**src/rtl/demux_pkg.sv**
```systemverilog
// Shared constants for the round-robin demux scheduler: lane ids, FSM
// state encoding and burst counter width.
package demux_pkg;

    localparam logic LANE0 = 1'b0;
    localparam logic LANE1 = 1'b1;

    localparam int unsigned BURST_CNT_W = 4;

    typedef enum logic {
        RUN   = 1'b0,
        STALL = 1'b1
    } state_e;

endpackage

```
**src/rtl/demux_lane_pick.sv**
```systemverilog
// Lane arbitration: picks the preferred lane if free, else the other one,
// and advances the round-robin pointer only on dispatches to the preferred lane.
module demux_lane_pick
    import demux_pkg::*;
#(
    parameter int unsigned BURST = 1
) (
    input  logic clk,
    input  logic reset_L,
    input  logic cand_valid,
    input  logic pause0,
    input  logic pause1,
    output logic pick_valid,
    output logic pick_lane,
    output logic lane_sel
);

    logic                   lane_sel_q, lane_sel_d;
    logic [BURST_CNT_W-1:0] burst_cnt_q, burst_cnt_d;
    logic                   pref_free, other_free;

    always_comb begin
        pref_free   = (lane_sel_q == LANE0) ? !pause0 : !pause1;
        other_free  = (lane_sel_q == LANE0) ? !pause1 : !pause0;
        pick_valid  = cand_valid && (pref_free || other_free);
        pick_lane   = pref_free ? lane_sel_q : ~lane_sel_q;
        lane_sel_d  = lane_sel_q;
        burst_cnt_d = burst_cnt_q;
        // Detours to the other lane leave the pointer alone so the skipped lane keeps its turn.
        if (pick_valid && pref_free) begin
            if (burst_cnt_q == BURST_CNT_W'(BURST - 1)) begin
                lane_sel_d  = ~lane_sel_q;
                burst_cnt_d = '0;
            end else begin
                burst_cnt_d = burst_cnt_q + 1'b1;
            end
        end
    end

    always_ff @(posedge clk or negedge reset_L) begin
        if (!reset_L) begin
            lane_sel_q  <= LANE0;
            burst_cnt_q <= '0;
        end else begin
            lane_sel_q  <= lane_sel_d;
            burst_cnt_q <= burst_cnt_d;
        end
    end

    assign lane_sel = lane_sel_q;

endmodule

```
**src/rtl/demux_rr_sched.sv**
```systemverilog
// Round-robin 1:2 demux scheduler with per-lane pause and a one-word
// holding register that absorbs a word when both lanes stall.
module demux_rr_sched
    import demux_pkg::*;
#(
    parameter int unsigned W     = 8,
    parameter int unsigned BURST = 1
) (
    input  logic         clk,
    input  logic         reset_L,
    input  logic [W-1:0] data_in,
    input  logic         valid_in,
    output logic         ready_out,
    input  logic         pause0,
    input  logic         pause1,
    output logic [W-1:0] data_out0,
    output logic         valid_out0,
    output logic [W-1:0] data_out1,
    output logic         valid_out1,
    output logic         lane_sel
);

    state_e       state_q, state_d;
    logic [W-1:0] hold_q, hold_d;
    logic         ready_q, ready_d;
    logic [W-1:0] data0_q, data0_d, data1_q, data1_d;
    logic         valid0_q, valid0_d, valid1_q, valid1_d;

    logic         cand_valid;
    logic [W-1:0] cand_data;
    logic         pick_valid, pick_lane;

    demux_lane_pick #(
        .BURST(BURST)
    ) u_lane_pick (
        .clk       (clk),
        .reset_L   (reset_L),
        .cand_valid(cand_valid),
        .pause0    (pause0),
        .pause1    (pause1),
        .pick_valid(pick_valid),
        .pick_lane (pick_lane),
        .lane_sel  (lane_sel)
    );

    always_comb begin
        // A held word always wins over new input; ready_q is low in STALL anyway.
        cand_valid = (state_q == STALL) || (valid_in && ready_q);
        cand_data  = (state_q == STALL) ? hold_q : data_in;
        state_d    = state_q;
        hold_d     = hold_q;
        ready_d    = ready_q;
        data0_d    = '0;
        valid0_d   = 1'b0;
        data1_d    = '0;
        valid1_d   = 1'b0;
        if (pick_valid) begin
            if (pick_lane == LANE0) begin
                data0_d  = cand_data;
                valid0_d = 1'b1;
            end else begin
                data1_d  = cand_data;
                valid1_d = 1'b1;
            end
            state_d = RUN;
            ready_d = 1'b1;
        end else if (cand_valid) begin
            state_d = STALL;
            hold_d  = cand_data;
            ready_d = 1'b0;
        end
    end

    always_ff @(posedge clk or negedge reset_L) begin
        if (!reset_L) begin
            state_q  <= RUN;
            hold_q   <= '0;
            ready_q  <= 1'b1;
            data0_q  <= '0;
            valid0_q <= 1'b0;
            data1_q  <= '0;
            valid1_q <= 1'b0;
        end else begin
            state_q  <= state_d;
            hold_q   <= hold_d;
            ready_q  <= ready_d;
            data0_q  <= data0_d;
            valid0_q <= valid0_d;
            data1_q  <= data1_d;
            valid1_q <= valid1_d;
        end
    end

    assign ready_out  = ready_q;
    assign data_out0  = data0_q;
    assign valid_out0 = valid0_q;
    assign data_out1  = data1_q;
    assign valid_out1 = valid1_q;

endmodule

```
**config.mk**
```make
export PLATFORM = sky130hd
export DESIGN_NAME = demux_rr_sched
export DESIGN_NICKNAME = d
export VERILOG_FILES = /design/src/rtl/demux_pkg.sv /design/src/rtl/demux_lane_pick.sv /design/src/rtl/demux_rr_sched.sv
export SDC_FILE = /design/constraint.sdc
export NUM_CORES = 1
export LEC_CHECK = 0
export ABC_AREA = 1
export ABC_CLOCK_PERIOD_IN_PS = 3800
export CAP_MARGIN = 0
export CORE_ASPECT_RATIO = 0.7
export CORE_MARGIN = 8
export CORE_UTILIZATION = 51
export CTS_CLUSTER_DIAMETER = 50
export DETAILED_ROUTE_END_ITERATION = 7
export PLACE_DENSITY = 0.88
export REMOVE_ABC_BUFFERS = 1
export SETUP_SLACK_MARGIN = 0.1
export SKIP_CTS_REPAIR_TIMING = 1
export SLEW_MARGIN = 20
export SYNTH_ARGS = -nofsm -noshare
export SYNTH_HDL_FRONTEND = slang
export SYNTH_SLANG_ARGS = --single-unit
```
**constraint.sdc**
```tcl
create_clock -name clk -period 3.8 [get_ports clk]
set_clock_uncertainty 0.2 [all_clocks]
set_input_delay 0.57 -clock clk [delete_from_list [all_inputs] [get_ports clk]]
set_output_delay 0.57 -clock clk [all_outputs]
set_load 0.05 [all_outputs]
```
==> qor.txt <==
P_int: 0.000807 W
Die Outline Area: 4580 µm²
switching share of power: 0.449
WL/cell: 13.9 µm
share of cells above drive strength 1: 0.168
CTS Buffer Depth: 2
diode count: 0
dpl hpwl: 2040 µm
Fin. Hold Viols: 0
Clock Power Share: 0.171
Slew @ Worst Pin: 0.509 ns
mean area per synthesized cell: 10.2 µm²
CP Max Fanout: 3
required time worst endpoint: 3.03 ns
die height: 59.0 µm
CP delay by family, top: buffers and inverters
share of the yosys chip area belonging to registers: 0.613
WP data arrival: 1.64 ns
Worst setup SP type: register
vias: 1,044
# rows: 15
Seq cells post-synth: 33
setup_tns: 0 ns
Placer Congestion: 0.815
Clock transition at path regs: 0.06 ns
Layout area overhead: 32.4%
sequential power share: 0.357
Mapped Area: 1350 µm²
vias in the first global route: 1,032
synth top area cells: dfrtp_1 (59%), nand2_1 (6.7%), nor2_1 (5.3%)
Final Slew Violations: 0
overall power: 0.00147 W
total CTS buffers: 5
Synth Instances: 133
crit-path cells: clkdlybuf4s50_1
final WL: 2870 µm
core region area: 2500 µm²
Max Clk Rate: 416 MHz
Initial Util: 0.541
Pwr Density: 820 nW/µm²
Remaining DRCs: 0
LEAKAGE: 0.859 nW
Final Setup Violations: 0
status: completed
vias per inst: 5.04
unrepaired setup endpoints after global routing: false
share of the synthesized area in the top cell type: 0.593
Slew headroom: 0.660
Die W: 77.5 µm
first-pass GRT wire length: 4860 µm
Worst path max stage delay: 0.81 ns
root buffer cell: clkbuf_8
Sw Pwr: 0.000658 W
largest net degree at the start of global routing: 34
first drt pass iteration count: 4
Critical Path Sink Type: output pin
slowest stage cell, crit path: clkdlybuf4s50_1
CP bufs+invs: 1
clock sink total: 33
I/O Pins: 33
initial antenna violation count: 0
Hold Crit Class: reg -> reg
buffers added on ports: 32
distinct cell type count after synthesis: 20
critical path type: reg -> out
combinational power share: 0.472
# nets final: 187
drt initial violations: 64
Yosys warning total: 0
max_cap viols: 0
CTS tree: yes
Period minus WS final: 2.41 ns
Max VDD drop: 561 µV
htree depth: 2
largest area contributor in the netlist: dfrtp_1
crit share post-route: 0.633
clock latency on the worst-skew pair: 0.29 ns
Routed Antenna Nets: 0
total track usage: 0.138
Remaining Overflow, GRT: 0
==> metrics by stage <==
| stage | setup WS, ns | hold slack [ns] | utilization | instance area [µm²] | cells |
|---|---|---|---|---|---|
| after global placement | 1.71 | 0.264 | 0.683 | 1710 | 199 |
| after global routing | 1.35 | 0.303 | 0.716 | 1790 | 207 |
| after detailed placement | 1.66 | 0.273 | 0.683 | 1710 | 199 |
| after floorplan | 2.19 | 0.0744 | - | 1340 | 132 |
| after CTS | 1.38 | 0.287 | 0.716 | 1790 | 207 |
| final | 1.39 | 0.288 | 0.716 | 1790 | 207 |
==> tightest hold or removal path, delay by kind of cell (launching register included) <==
family           cells  cell delay, ns
AO/OA/AOI/OAI        1            0.04
flip-flops           1            0.36
AND/OR/NAND/NOR      1            0.06
==> sequential cells by signal, summed over array words and instances (netlist names) <==
signal	cells
hold_q	8
valid_out1	1
state_q	1
u_lane_pick.burst_cnt_q	4
valid_out0	1
ready_out	1
data_out0	8
data_out1	8
u_lane_pick.lane_sel	1
==> cells in the mapped netlist (all sizes together) <==
cell type and n:
buf 1, dfrtp 32, dfstp 1, ha 2
inv 11, nand2 29, nand3 6, nand4 2
nor2 20, o21ai 20, or2 9
==> cell usage in the layout (no fill, tap or decap) <==
master,n
ha_1,2
nor2_4,1
inv_2,1
nand3_1,5
clkdlybuf4s50_1,32
clkinv_2,2
buf_4,1
or2_2,9
nand2_8,1
nor2_1,19
clkbuf_1,1
dfrtp_1,32
nand3_2,1
o21ai_0,11
inv_4,1
nand4_1,2
o21ai_2,2
inv_1,9
nand2_1,24
nand2_2,2
clkbuf_8,5
o21ai_1,7
nand2_4,2
dfstp_2,1
==> per-layer routing <==
layer / wire [µm] / global-route usage
met1: 1180 / 0.141
met3: 246 / 0.0636
met5: 0 / 0
met2: 1380 / 0.238
met4: 68 / 0.0668
==> cells by family (layout without fill, tap and decap cells) <==
group	Yosys count	in the layout	synth area share
adder cells (fa/ha/maj)	2	2	0.0185
flip-flops	33	33	0.613
AO/OA/AOI/OAI	20	20	0.0797
buffers and inverters	12	52	0.0436
AND/OR/NAND/NOR	66	66	0.246
==> area by class of cell <==
| type | instances | area (µm²) |
|---|---|---|
| clock inverter | 2 | 10.0 |
| multi-input combinational | 88 | 464 |
| clock buffer | 6 | 72.6 |
| timing repair buffer | 33 | 328 |
| sequential | 33 | 827 |
| tap | 34 | 42.5 |
| inverter | 11 | 43.8 |
| fill | 188 | 708 |
==> final timing paths <==
check                           from                         end  slack, ns  depth (start not counted)
setup / recovery           ready_out                   ready_out       1.39                          1
hold / removal             hold_q[5]                   hold_q[5]       0.29                          2
setup reg to reg             state_q  u_lane_pick.burst_cnt_q[2]       2.26                          5
hold reg to reg            hold_q[5]                   hold_q[5]       0.29                          2
max in group asynchronous    reset_L                   ready_out       2.59                          2
min in group asynchronous    reset_L                data_out0[2]       0.47                          2
==> power by group through the flow <==
stage,clock network [W],registers [W],logic [W]
floorplan,0,0.000743,0.000258
global placement,0,0.000523,0.000674
detailed placement,0,0.000529,0.000693
CTS,0.000255,0.000523,0.000695
global route,0.000268,0.000537,0.000741
finish,0.000250,0.000523,0.000692
Power figures use the tool's default switching activity.
